==> src/rtl/pipe_stage_reg_if.sv <==
// Purpose: bundles the upstream/downstream handshake, payload, flush and stall counter of one pipe_stage_reg.
// Latency: none (wires only); the stage behind the slave modport adds one register cycle.
// Backpressure: in_ready/out_ready carry valid-ready flow control in each direction.
//
// Signals (stage-centric direction, as seen through the slave modport):
//   in_valid  in   upstream beat present
//   in_ready  out  stage can accept a beat this cycle
//   in_inst   in   instruction word (32)
//   in_data   in   payload (DATA_W)
//   in_ctrl   in   control vector (CTRL_W)
//   flush     in   kill stage contents and the incoming beat
//   out_valid out  downstream beat present
//   out_ready in   downstream accepts
//   out_inst  out  registered instruction (32)
//   out_data  out  registered payload (DATA_W)
//   out_ctrl  out  registered control, zero whenever out_valid=0
//   stall_cnt out  saturating count of stalled output cycles (CNT_W)
// The slave modport is taken by the stage; the master modport by whatever drives it.

interface pipe_stage_reg_if #(
   parameter int DATA_W = 64,
   parameter int CTRL_W = 5,
   parameter int CNT_W  = 16
);

   logic              in_valid;
   logic              in_ready;
   logic [31:0]       in_inst;
   logic [DATA_W-1:0] in_data;
   logic [CTRL_W-1:0] in_ctrl;
   logic              flush;
   logic              out_valid;
   logic              out_ready;
   logic [31:0]       out_inst;
   logic [DATA_W-1:0] out_data;
   logic [CTRL_W-1:0] out_ctrl;
   logic [CNT_W-1:0]  stall_cnt;

   modport slave (
      input  in_valid,
      input  in_inst,
      input  in_data,
      input  in_ctrl,
      input  flush,
      input  out_ready,
      output in_ready,
      output out_valid,
      output out_inst,
      output out_data,
      output out_ctrl,
      output stall_cnt
   );

   modport master (
      output in_valid,
      output in_inst,
      output in_data,
      output in_ctrl,
      output flush,
      output out_ready,
      input  in_ready,
      input  out_valid,
      input  out_inst,
      input  out_data,
      input  out_ctrl,
      input  stall_cnt
   );

endinterface

==> src/rtl/pipe_stage_reg.sv <==
// Purpose: generic CPU pipeline stage register (IF/ID, ID/EXE, EXE/MEM, MEM/WB) with flush and bubble gating.
// Latency: 1 cycle from accepted beat to out_valid; 1 beat/cycle throughput with out_ready held high.
// Backpressure: combinational in_ready by default; with PIPE_STAGE_SKID_EN a 2-deep skid makes in_ready registered.
//
// Ports:
//   clk       in   clock, all state on the rising edge
//   rst       in   asynchronous reset, active-low
//   io_stage  pipe_stage_reg_if.slave: in_valid/in_ready/in_inst/in_data/in_ctrl, flush,
//             out_valid/out_ready/out_inst/out_data/out_ctrl, stall_cnt
// Compile-time option:
//   PIPE_STAGE_SKID_EN  when defined, adds one skid entry behind the main register so in_ready
//                       no longer depends combinationally on out_ready.

module pipe_stage_reg #(
   parameter int DATA_W = 64,
   parameter int CTRL_W = 5,
   parameter int CNT_W  = 16
) (
   input logic             clk,
   input logic             rst,
   pipe_stage_reg_if.slave io_stage
);

   localparam logic [CNT_W-1:0] CNT_ONE = {{(CNT_W-1){1'b0}}, 1'b1};
   localparam logic [CNT_W-1:0] CNT_MAX = {CNT_W{1'b1}};
   localparam logic [31:0]      NOP     = 32'h0000_0000;

   // ------------------------------------------------------------------
   // Main register (the one that drives the downstream stage)
   // ------------------------------------------------------------------
   logic              r_out_valid;
   logic [31:0]       r_inst;
   logic [DATA_W-1:0] r_data;
   logic [CTRL_W-1:0] r_ctrl;
   logic [CNT_W-1:0]  r_stall_cnt;

   logic              w_out_valid_nxt;
   logic [31:0]       w_inst_nxt;
   logic [DATA_W-1:0] w_data_nxt;
   logic [CTRL_W-1:0] w_ctrl_nxt;

   logic              w_in_ready;
   logic              w_accept;
   logic              w_consume;
   logic              w_stall;

`ifdef PIPE_STAGE_SKID_EN
   // ------------------------------------------------------------------
   // Skid entry: absorbs the one beat that may arrive while the main
   // register is stalled, because in_ready is only told about it a cycle
   // later.
   // ------------------------------------------------------------------
   logic              r_skid_valid;
   logic [31:0]       r_skid_inst;
   logic [DATA_W-1:0] r_skid_data;
   logic [CTRL_W-1:0] r_skid_ctrl;
   logic              r_in_ready;

   logic              w_skid_valid_nxt;
   logic              w_skid_load;

   // Registered ready: low in reset, rises on the first edge after release,
   // and afterwards mirrors the emptiness of the skid entry.
   assign w_in_ready = r_in_ready;
`else
   // Single-entry stage: take a beat when empty or when the held beat is
   // leaving this cycle. Forced low while reset is asserted.
   assign w_in_ready = rst & (~r_out_valid | io_stage.out_ready);
`endif

   // A beat presented together with flush is dropped, even with in_ready high.
   assign w_accept  = io_stage.in_valid & w_in_ready & ~io_stage.flush;
   assign w_consume = r_out_valid & io_stage.out_ready;
   assign w_stall   = r_out_valid & ~io_stage.out_ready;

   // ------------------------------------------------------------------
   // Next-state selection
   // ------------------------------------------------------------------
   always_comb begin
      w_out_valid_nxt = r_out_valid;
      w_inst_nxt      = r_inst;
      w_data_nxt      = r_data;
      w_ctrl_nxt      = r_ctrl;
`ifdef PIPE_STAGE_SKID_EN
      w_skid_valid_nxt = r_skid_valid;
      w_skid_load      = 1'b0;
`endif

      if (io_stage.flush) begin
         // A consume in this cycle still completes downstream; the stage
         // simply ends up empty. Data and ctrl are left alone: out_ctrl is
         // gated by out_valid, so stale ctrl can never leak.
         w_out_valid_nxt = 1'b0;
         w_inst_nxt      = NOP;
`ifdef PIPE_STAGE_SKID_EN
         w_skid_valid_nxt = 1'b0;
`endif
      end else begin
`ifdef PIPE_STAGE_SKID_EN
         if (!r_out_valid || w_consume) begin
            // Main register is free at this edge. The skid entry is older
            // than any incoming beat, so it refills the main register first.
            if (r_skid_valid) begin
               w_out_valid_nxt  = 1'b1;
               w_inst_nxt       = r_skid_inst;
               w_data_nxt       = r_skid_data;
               w_ctrl_nxt       = r_skid_ctrl;
               w_skid_valid_nxt = 1'b0;
            end else if (w_accept) begin
               w_out_valid_nxt = 1'b1;
               w_inst_nxt      = io_stage.in_inst;
               w_data_nxt      = io_stage.in_data;
               w_ctrl_nxt      = io_stage.in_ctrl;
            end else begin
               w_out_valid_nxt = 1'b0;
            end
         end else if (w_accept) begin
            // Main register held by a stall: park the beat in the skid.
            w_skid_load      = 1'b1;
            w_skid_valid_nxt = 1'b1;
         end
`else
         // An accept while full implies a consume in the same cycle, so the
         // new beat simply replaces the departing one.
         if (w_accept) begin
            w_out_valid_nxt = 1'b1;
            w_inst_nxt      = io_stage.in_inst;
            w_data_nxt      = io_stage.in_data;
            w_ctrl_nxt      = io_stage.in_ctrl;
         end else if (w_consume) begin
            w_out_valid_nxt = 1'b0;
         end
`endif
      end
   end

   // ------------------------------------------------------------------
   // State registers
   // ------------------------------------------------------------------
   always_ff @(posedge clk or negedge rst) begin
      if (!rst) begin
         r_out_valid <= 1'b0;
         r_inst      <= '0;
         r_data      <= '0;
         r_ctrl      <= '0;
      end else begin
         r_out_valid <= w_out_valid_nxt;
         r_inst      <= w_inst_nxt;
         r_data      <= w_data_nxt;
         r_ctrl      <= w_ctrl_nxt;
      end
   end

`ifdef PIPE_STAGE_SKID_EN
   always_ff @(posedge clk or negedge rst) begin
      if (!rst) begin
         r_skid_valid <= 1'b0;
         r_skid_inst  <= '0;
         r_skid_data  <= '0;
         r_skid_ctrl  <= '0;
         r_in_ready   <= 1'b0;
      end else begin
         r_skid_valid <= w_skid_valid_nxt;
         r_in_ready   <= ~w_skid_valid_nxt;
         if (w_skid_load) begin
            r_skid_inst <= io_stage.in_inst;
            r_skid_data <= io_stage.in_data;
            r_skid_ctrl <= io_stage.in_ctrl;
         end
      end
   end
`endif

   // Stall counter: counts stalled output cycles, flush does not touch it,
   // and it sticks at all-ones until reset.
   always_ff @(posedge clk or negedge rst) begin
      if (!rst) begin
         r_stall_cnt <= '0;
      end else if (w_stall && (r_stall_cnt != CNT_MAX)) begin
         r_stall_cnt <= r_stall_cnt + CNT_ONE;
      end
   end

   // ------------------------------------------------------------------
   // Outputs
   // ------------------------------------------------------------------
   assign io_stage.in_ready  = w_in_ready;
   assign io_stage.out_valid = r_out_valid;
   assign io_stage.out_inst  = r_inst;
   assign io_stage.out_data  = r_data;
   // Bubble gating: an empty stage can never assert RegWrite/MemWrite.
   assign io_stage.out_ctrl  = r_ctrl & {CTRL_W{r_out_valid}};
   assign io_stage.stall_cnt = r_stall_cnt;

endmodule

==> src/flat_wrapper.sv <==
// flat-port wrapper written by rule: the top's interface ports become plain ports
module pipe_stage_reg_flat 
#(
   parameter int DATA_W = 64,
   parameter int CTRL_W = 5,
   parameter int CNT_W  = 16
)
  (clk, rst, io_stage_in_valid, io_stage_in_inst, io_stage_in_data, io_stage_in_ctrl, io_stage_flush, io_stage_out_ready, io_stage_in_ready, io_stage_out_valid, io_stage_out_inst, io_stage_out_data, io_stage_out_ctrl, io_stage_stall_cnt);
  pipe_stage_reg_if #(.DATA_W(DATA_W), .CTRL_W(CTRL_W), .CNT_W(CNT_W)) io_stage_i ();
  input logic clk;
  input logic rst;
  input wire logic [$bits(io_stage_i.in_valid)-1:0] io_stage_in_valid;
  input wire logic [$bits(io_stage_i.in_inst)-1:0] io_stage_in_inst;
  input wire logic [$bits(io_stage_i.in_data)-1:0] io_stage_in_data;
  input wire logic [$bits(io_stage_i.in_ctrl)-1:0] io_stage_in_ctrl;
  input wire logic [$bits(io_stage_i.flush)-1:0] io_stage_flush;
  input wire logic [$bits(io_stage_i.out_ready)-1:0] io_stage_out_ready;
  output wire logic [$bits(io_stage_i.in_ready)-1:0] io_stage_in_ready;
  output wire logic [$bits(io_stage_i.out_valid)-1:0] io_stage_out_valid;
  output wire logic [$bits(io_stage_i.out_inst)-1:0] io_stage_out_inst;
  output wire logic [$bits(io_stage_i.out_data)-1:0] io_stage_out_data;
  output wire logic [$bits(io_stage_i.out_ctrl)-1:0] io_stage_out_ctrl;
  output wire logic [$bits(io_stage_i.stall_cnt)-1:0] io_stage_stall_cnt;
  assign io_stage_i.in_valid = io_stage_in_valid;
  assign io_stage_i.in_inst = io_stage_in_inst;
  assign io_stage_i.in_data = io_stage_in_data;
  assign io_stage_i.in_ctrl = io_stage_in_ctrl;
  assign io_stage_i.flush = io_stage_flush;
  assign io_stage_i.out_ready = io_stage_out_ready;
  assign io_stage_in_ready = io_stage_i.in_ready;
  assign io_stage_out_valid = io_stage_i.out_valid;
  assign io_stage_out_inst = io_stage_i.out_inst;
  assign io_stage_out_data = io_stage_i.out_data;
  assign io_stage_out_ctrl = io_stage_i.out_ctrl;
  assign io_stage_stall_cnt = io_stage_i.stall_cnt;
  pipe_stage_reg #(.DATA_W(DATA_W), .CTRL_W(CTRL_W), .CNT_W(CNT_W)) u_core (.clk(clk), .rst(rst), .io_stage(io_stage_i));
endmodule
==> config.mk <==
export PLATFORM = sky130hd
export DESIGN_NAME = pipe_stage_reg_flat
export DESIGN_NICKNAME = d
export VERILOG_FILES = /design/src/rtl/pipe_stage_reg_if.sv /design/src/rtl/pipe_stage_reg.sv /design/src/flat_wrapper.sv
export SDC_FILE = /design/constraint.sdc
export NUM_CORES = 1
export LEC_CHECK = 0
export CAP_MARGIN = 40
export CORE_MARGIN = 8
export CORE_UTILIZATION = 36
export DETAILED_ROUTE_END_ITERATION = 16
export PLACE_DENSITY_LB_ADDON = 0.12
export RECOVER_POWER = 50
export REMOVE_ABC_BUFFERS = 1
export SLEW_MARGIN = 20
export SYNTH_ARGS = -nofsm -noshare
export SYNTH_HDL_FRONTEND = slang
export SYNTH_SLANG_ARGS = --single-unit
==> constraint.sdc <==
create_clock -name clk -period 4.3 [get_ports clk]
set_input_delay 0.645 -clock clk [delete_from_list [all_inputs] [get_ports clk]]
set_output_delay 0.645 -clock clk [all_outputs]
set_load 0.01 [all_outputs]
=== Yosys cells after proc, flatten, opt, wreduce, memory -nomap -nowiden ===
Cells that the tools add are included.

* Add/subtract/negate cells: 1
* Equal/unequal tests: 1
* Multiplexer cells: 5
* Bitwise operators: 10
* Reductions and logical operators: 4

{| class="wikitable"
|+ Operators by type and width
! operator !! count
|-
| 2-to-1 mux 32 bit || 2
|-
| adder 16 x 1 -> 16 bit, second input constant || 1
|-
| != test 16 bit, second input constant || 1
|-
| bitwise AND 1 bit || 5
|-
| bitwise AND 5 bit || 1
|-
| 2-to-1 mux 1 bit || 3
|-
| NOT 1 bit || 3
|-
| nonzero test 3 bit || 1
|-
| AND reduction 2 bit || 1
|-
| nonzero test 2 bit || 1
|-
| logical AND 1 bit || 1
|-
| OR 1 bit || 1
|}

* Register bits after elaboration: 118
* Bits of input ports: 106
* Output and inout port bits: 119
* Word-level logic and storage cells: 26

=== Logic depth before layout (Yosys ltp) ===
Gate-level depths: netlist (run 1).

* Depth after elaboration: 7
* Gate-level depth with buffers: 7
* Gate-level depth less buffers: 5

=== Least setup slack after synthesis (run 1) ===
Ideal clock, no wire load.

* Path type: input to register
* Start point: input port io_stage_out_ready
* End point: register u_core.r_data[0], in the netlist u_core.io_stage.out_data[0]
* Setup time: 0.125 ns
* Arrival: 1.783 ns
* Required time: 4.175 ns
* Path slack: 2.392 ns
* Stages on the path: 7
* Path buffers: 3
* Path through: nand2b_1 buf_2 nand3_1 nor2_1 buf_2 buf_4 mux2_2

* Word-level cells in the longest chain between the ends: 5

{| class="wikitable"
|+ RTL lines
! element !! RTL line !! text
|-
| start: declaration || flat_wrapper.sv:17 || <nowiki>input wire logic [$bits(io_stage_i.out_ready)-1:0] io_stage_out_ready;</nowiki>
|-
| OR 1 bit || pipe_stage_reg.sv:68 || <nowiki>assign w_in_ready = rst & (~r_out_valid | io_stage.out_ready);</nowiki>
|-
| bitwise AND 1 bit || pipe_stage_reg.sv:68 ||
|-
| bitwise AND 1 bit (2 in a row) || pipe_stage_reg.sv:72 || <nowiki>assign w_accept = io_stage.in_valid & w_in_ready & ~io_stage.flush;</nowiki>
|-
| AND reduction 2 bit (no line) || - ||
|-
| end signal: assignment || pipe_stage_reg.sv:149 || <nowiki>r_data <= w_data_nxt;</nowiki>
|-
| end: declaration || pipe_stage_reg.sv:33 || <nowiki>logic [DATA_W-1:0] r_data;</nowiki>
|}

No other way between the ends.
A chain may end at the register's enable or synchronous reset.

=== Worst setup path in the final report (run 1) ===
* Start point: input port io_stage_out_ready
* End point: output port io_stage_in_ready

* Word-level cells in the longest chain between the ends: 2

{| class="wikitable"
|+ RTL lines
! element !! RTL line !! text
|-
| OR 1 bit || pipe_stage_reg.sv:68 ||
|-
| bitwise AND 1 bit || pipe_stage_reg.sv:68 ||
|-
| end: declaration || flat_wrapper.sv:18 || <nowiki>output wire logic [$bits(io_stage_i.in_ready)-1:0] io_stage_in_ready;</nowiki>
|}

No other way between the ends.

==> results.md, run 1 <==
* Number of synthesized flops with an enable pin at 0
* Critical path capture point type: primary output
* DR WL/cell at 18.3 microns
* Register bit total from synthesis at roughly 120
* Required time of the worst setup path at about 3700 ps
* Ordered list of cells on the worst path: dlygate4sd3_1 > nand2b_1 > and2_1 > clkdlybuf4s50_1
* Switching power as a share of total power at 0.242
* Clock tree from TritonCTS: built
* Number of top-level pins at 225
* Overall die area at between 15000 and 20000 sq um
* YS warnings at 0
* Fraction of the yosys area taken by sequential cells at 0.643
* Worst Hold Class: input port to async pin
* Fraction of layout cells with a size suffix above 1 at 0.198
* Critical R2R Launch: u_core.io_stage.stall_cnt[0]
* Tmin final at between 2000 and 3000 ps
* Arrival @ worst endpoint at around 2300 ps
* Number of post-CTS setup repair buffers at 0
* Pins Over Slew Limit at 10
* Area of the core region at ~13000 sq um
* Part of the power in the clock network at 0.372
* Measured slew at the worst slew-check pin at between 1500 and 2000 ps
* Drt drc at 0
* Maximum clock path buffer count at 2
* Total Routed Length at 13100 microns
* FF-to-FF path depth at 5
* Sink Count at about 120
* Result of the run: finished with violations
* Highest achievable clock rate at around 0.33 GHz
* Flop-to-flop setup slack at 1740 ps
* Dpl hpwl at slightly below 10000 microns
* Worst Clk Skew at ~5.4 ps
* Last weighted congestion value of the routability-driven placer at between 0.7 and 0.8
* Cell taking the most area after synthesis: dfrtp_1
* Worst path depth at 4
* Row cnt at a little over 40
* Vias per cell at 4.71
* Total via count in the routed design at 3380
* Post-layout net count at ~640
* Leakage at approximately 3.3 nW
* CP Max Fanout at 10
* Wire length of the first global-routing pass at 20500 microns
* Cell class contributing the biggest share of worst-path delay: buffers and inverters
* Largest net degree at the start of global routing at ~80
* Relative max-transition margin at -0.0256
* Post-Synthesis Cells at roughly 300
* Hold-fix buffer count after cts at 0
* Period utilization at 0.695
* Async set-or-reset flop fraction in the synthesized netlist at 1.00
* Total internal power at between 2 and 3 mW
* Die H at ~130 microns
* Share of the synthesized area in the top cell type at 0.643
* Cell Count, Final, Fillers Out at between 700 and 800
* Cell variety after synth at 32
* Crit Path Class: input port to primary output
* Buf+Inv Stages, Crit Path at 2
* Drt initial violations at 131
* Clock slew at the register clock pins of the worst setup and hold paths at around 50 ps
* Setup repair after global routing missed its margin: no
* Width of the chip at approximately 130 microns
* Util after Layout at 0.603
* Post-route antenna net violation count at 0
* Sequential cell fraction of total power at 0.409
* Synthesized cell area at between 4000 and 5000 sq um
* Post-cts sizing count at 0
* Endpoints failing setup at 0
* Maxcap violations at 1
* Slowest CP cell: clkdlybuf4s50_1
* Dominant cells by area after synthesis: dfrtp_1 (64%), mux2_2 (17%), a22o_1 (6.1%)
* Insertion delay of the later-clocked pin in the worst-skew pair at 400 ps
* Power density over the cells at 445 nW/um^2
* Start point of the critical path: io_stage_out_ready
* Largest incremental delay on the critical path at 570 ps
* Port bufs at 224
* Fraction of power consumed by combinational cells at 0.218
* Mean post-synth cell area at about 15 sq um
* Grt ovf at 0
* Buffer type at the clock tree root: clkbuf_16
* All-Layer GR Usage at 0.163
* Length of the first detailed-routing pass in iterations at 4
* Capturing instance or port of the critical path: io_stage_in_ready
* Violated checks: max-capacitance violations, max-slew violations
* Antenna cells at 0
* Vias in the first global route at approximately 3600
* CP Launch Type: input port
* Depth of the CTS H-tree at 4
* Dominant synthesized flop cell: dfrtp_1
* Initial Util at 0.367
* Number of buffers created by CTS at 17
* Initial antenna violation count at 0
* Final hold violation count at 0
* Placed Instances at 688
* Area Overhead vs Synth at 64.3%
* Switching pwr at slightly above 800 uW
* RR Endpoint: u_core.io_stage.stall_cnt[1]
* Maximum resistive drop on vdd at around 0.23 mV
## logic make-up after synthesis
family          count (synthesis)  share of synthesized area
flops                         118                      0.643
compound gates                 35                     0.0659
simple gates                   47                     0.0665
fa+ha+maj                       1                    0.00272
mux                            71                      0.175
buf+inv                        16                     0.0204
xor+xnor                       14                     0.0267
## synthesized netlist by cell type (2+ instances only)
library cell and instances:
xor2_1 12, dfrtp_1 118, nor2_1 5, and2_1 6, nand2b_1 2, buf_4 6
nor4_1 3, nor3_1 5, mux2_2 70, xnor2_1 2, nand2_1 7, nand3_1 6
nand4_2 2, a22o_1 32, buf_2 9
## sequential cells by signal, indices dropped and copies added, names as in the netlist
signal	count
u_core.io_stage.out_data	64
u_core.io_stage.out_inst	32
u_core.io_stage.stall_cnt	16
u_core.r_ctrl	5
u_core.io_stage.out_valid	1
## how the worst min path moves through the flow
stage                                             from                      endpoint  slack, ps  cells after the start
after floorplan                                    rst   u_core.io_stage.out_data[0]        350                      0
after global placement    u_core.io_stage.out_inst[27]  u_core.io_stage.out_inst[27]        480                      1
after detailed placement  u_core.io_stage.out_inst[11]  u_core.io_stage.out_inst[11]        480                      1
after CTS                                          rst  u_core.io_stage.out_data[63]        260                      1
after global routing                               rst  u_core.io_stage.out_data[63]        280                      1
final                                              rst  u_core.io_stage.out_data[63]        240                      1
## per-layer routing
| layer | part of all wire | track usage |
|---|---|---|
| met2 | 0.49 | 0.258 |
| met5 | 0 | 0 |
| met3 | 0.10 | 0.0761 |
| met4 | 0.017 | 0.0677 |
| met1 | 0.39 | 0.186 |
## worst register-to-register path: cells and delay by family (launching register included)
family	cells	cell delay, ps
AND/OR/NAND/NOR	3	1450
flip-flops	1	420
multiplexers	1	350
adder cells (fa/ha/maj)	1	220
## cell usage in the layout, fill, tap and decap left out, types with 2 or more instances in the layout
cell type / instances
nor4_1: 4
nand3_1: 6
clkbuf_8: 5
dfrtp_1: 118
nand2_1: 7
mux2_2: 70
clkinv_2: 2
xnor2_1: 2
xor2_1: 12
dlygate4sd3_1: 45
clkbuf_16: 17
nor2_1: 4
a22o_1: 32
buf_4: 2
and2_1: 6
nand2b_1: 2
clkdlybuf4s50_1: 178
nor3_1: 5
clkbuf_1: 6
## layout make-up
class / count / area, sq um
clock buffers: 27 / 513
clock inverters: 3 / 17.5
fillers: 1066 / 4970
inverters: 1 / 3.75
multi-input cells: 168 / 1540
flip-flops and latches: 118 / 2950
well taps: 172 / 215
repair buffers: 229 / 2300
## power groups by stage
| stage | clock, mW | combinational, mW | sequential [mW] |
|---|---|---|---|
| 2_1_floorplan | 0 | 0.188 | 1.46 |
| 3_3_place_gp | 0 | 0.759 | 1.39 |
| 3_5_place_dp | 0 | 0.775 | 1.39 |
| 4_1_cts | 1.28 | 0.778 | 1.38 |
| 5_1_grt | 1.34 | 0.789 | 1.40 |
| 6_report | 1.25 | 0.733 | 1.37 |
## through the flow
stage                     hold slack, ps  power, mW  instance area (sq um)  setup WS [ps]  TNS [ps]
after floorplan                      349       1.65                   4500          -1290   -125120
after global placement               481       2.15                   7010           1400         0
after detailed placement             482       2.17                   7060           1390         0
after CTS                            261       3.44                   7590           1380         0
after global routing                 278       3.53                   7550            890         0
final                                242       3.36                   7550           1310         0
Power figures use the tool's default switching activity.
==> run 2, diff against run 1 <==
- clock period: 4.3 -> 2.7 ns (I/O delays scaled with it)
==> results.md, run 2 (same netlist as run 1, synthesis figures left out) <==
* Crit Path Class: input port to primary output
* FF-to-FF path depth at 4 (-1)
* Result of the run: finished clean
* Number of buffers created by CTS at 17 (unchanged)
* CP Launch Type: input port
* Hold-fix buffer count after cts at 1 (+1)
* Area Overhead vs Synth at 65.1%
* Depth of the CTS H-tree at 4 (unchanged)
* Met3 global-route usage at 0.0786 (+0.00248)
* Largest net degree at the start of global routing at 96 (+19%)
* Power density over the cells at 718 nW/um^2 (+61%)
* RR Endpoint: u_core.io_stage.stall_cnt[14]
* Wire length of the first global-routing pass at 20800 microns (+1.5%)
* Post-layout net count at 643 (+0.16%)
* Flop-to-flop setup slack at 750 ps (-990 ps)
* Start point of the critical path: rst
* Finished layout cell area at 7580 sq um (+0.50%)
* Clock slew at the register clock pins of the worst setup and hold paths at 50 ps (about the same)
* Total Routed Length at 13400 microns (+2.2%)
* Post-cts sizing count at 0 (unchanged)
* CP Max Fanout at 26 (+16)
* Tmin final at roughly 2500 ps
* Die H at 129 microns (unchanged)
* Endpoints failing setup at 0 (unchanged)
* Relative max-transition margin at 0.145 (+0.171)
* Drt drc at 0 (unchanged)
* Number of post-CTS setup repair buffers at 0 (unchanged)
* Maximum clock path buffer count at 2 (unchanged)
* Grt ovf at 0 (unchanged)
* Number of top-level pins at 225 (unchanged)
* Insertion delay of the later-clocked pin in the worst-skew pair at 410 ps (about the same)
* Leakage at 3.30 nW (+1.3%)
* Post-detailed-placement cell area at 7040 sq um (-0.39%)
* Overall die area at 16600 sq um (unchanged)
* Total negative setup slack at 0 ps (unchanged)
* Vias per cell at 4.74 (+0.78%)
* Highest achievable clock rate at just under 0.4 GHz
* Final hold violation count at 0 (unchanged)
* Port bufs at 224 (unchanged)
* Drt initial violations at 172 (+31%)
* Worst Clk Skew at 6.19 ps (+0.797 ps)
* Vias in the first global route at 3668 (+2.2%)
* Buffer type at the clock tree root: clkbuf_16
* GRT Max-Usage Layer: met2
* Setup repair after global routing missed its margin: no
* Initial antenna violation count at 0 (unchanged)
* Initial Util at 0.367 (unchanged)
* Largest register FFs at 64 (unchanged)
* Measured slew at the worst slew-check pin at 1280 ps (-242 ps)
* Critical R2R Launch: u_core.io_stage.stall_cnt[8]
* Pins Over Slew Limit at 0 (-10)
* Width of the chip at 129 microns (unchanged)
* Post-route antenna net violation count at 0 (unchanged)
* Arrival @ worst endpoint at 2110 ps (-230 ps)
* Required time of the worst setup path at 2300 ps (-1350 ps)
* Capturing instance or port of the critical path: io_stage_in_ready
* Sink Count at 118 (unchanged)
* Maximum resistive drop on vdd at 0.461 mV (+100%)
* Antenna cells at 0 (unchanged)
* Power after layout at 5.44 mW (+62%)
* All-Layer GR Usage at 0.167 (+0.00402)
* Period utilization at 0.931
* Critical path capture point type: primary output
* Dpl hpwl at 9870 microns (+0.59%)
* Maxcap violations at 0 (-1)
* GR Util met2 at 0.266 (+0.00831)
* Clock tree from TritonCTS: built
* Highest-count cells in the layout ignoring fill and taps: clkdlybuf4s50_1 (170), dfrtp_1 (118), mux2_2 (70)
* Most frequent standard cell in the layout excluding fill and tap cells: clkdlybuf4s50_1
* Length of the first detailed-routing pass in iterations at 4 (unchanged)
* Met1 track demand over resource in global routing at 0.184 (-0.00135)
* DR WL/cell at 18.6 microns (+1.9%)
* Last weighted congestion value of the routability-driven placer at 0.762 (+0.70%)
* Worst Hold Class: input port to async pin
* Total via count in the routed design at 3416 (+1.1%)
* Row cnt at 41 (unchanged)
* Fraction of layout cells with a size suffix above 1 at 0.201 (+0.00293)
* Area of the core region at 12500 sq um (unchanged)
-- run 2: changes by cell type in the layout (fill, tap and decap cells not counted), sizes merged --
cell and delta:
dlygate4sd3 +9, clkdlybuf4s50 -8, bufinv +1, buf +1
clkinvlp -1
-- run 2: metal layers --
metal | part of all wire | routed length [microns]
met4 | 0.022 | 301
met3 | 0.091 | 1220
met1 | 0.39 | 5290
met5 | 0 | 0
met2 | 0.49 | 6590
-- run 2: power breakdown --
part           switching, mW  leakage, nW  internal [mW]
logic                  0.428         1.54          0.726
clock network          0.720        0.274           1.38
registers              0.153         1.48           2.04
-- run 2: final cells by class --
class	instances	area, sq um
Clock buffer	28	517
Clock inverter	3	40.0
Fill cell	1083	4930
Inverter	1	3.75
Multi-Input combinational cell	168	1560
Sequential cell	118	2950
Tap cell	172	215
Timing Repair Buffer	230	2300
-- run 2: worst min-delay path by stage --
stage	start	to	slack [ps]	depth (start not counted)
CTS	rst	u_core.io_stage.stall_cnt[2]	490	2
detailed placement	rst	u_core.io_stage.stall_cnt[2]	350	1
global placement	rst	u_core.io_stage.stall_cnt[3]	340	1
floorplan	rst	u_core.io_stage.out_data[0]	110	0
finish	rst	u_core.io_stage.stall_cnt[2]	470	2
global route	u_core.io_stage.out_inst[18]	u_core.io_stage.out_inst[18]	500	1
-- run 2: worst max-delay path, cell delays in order --
cell and delay, ps:
dlygate4sd3_1 540, buf_4 320, and2_1 250, clkdlybuf4s50_1 580
-- run 2: per-stage QoR --
| step | instances | util | hold slack, ps | setup slack, ps |
|---|---|---|---|---|
| final | 720 | 0.606 | 472 | 185 |
| after global routing | 720 | 0.606 | 501 | 67.1 |
| after CTS | 720 | 0.607 | 492 | 110 |
| after detailed placement | 688 | 0.562 | 351 | 405 |
| after global placement | 688 | 0.562 | 344 | 432 |
| after floorplan | 287 | - | 109 | -2680 |
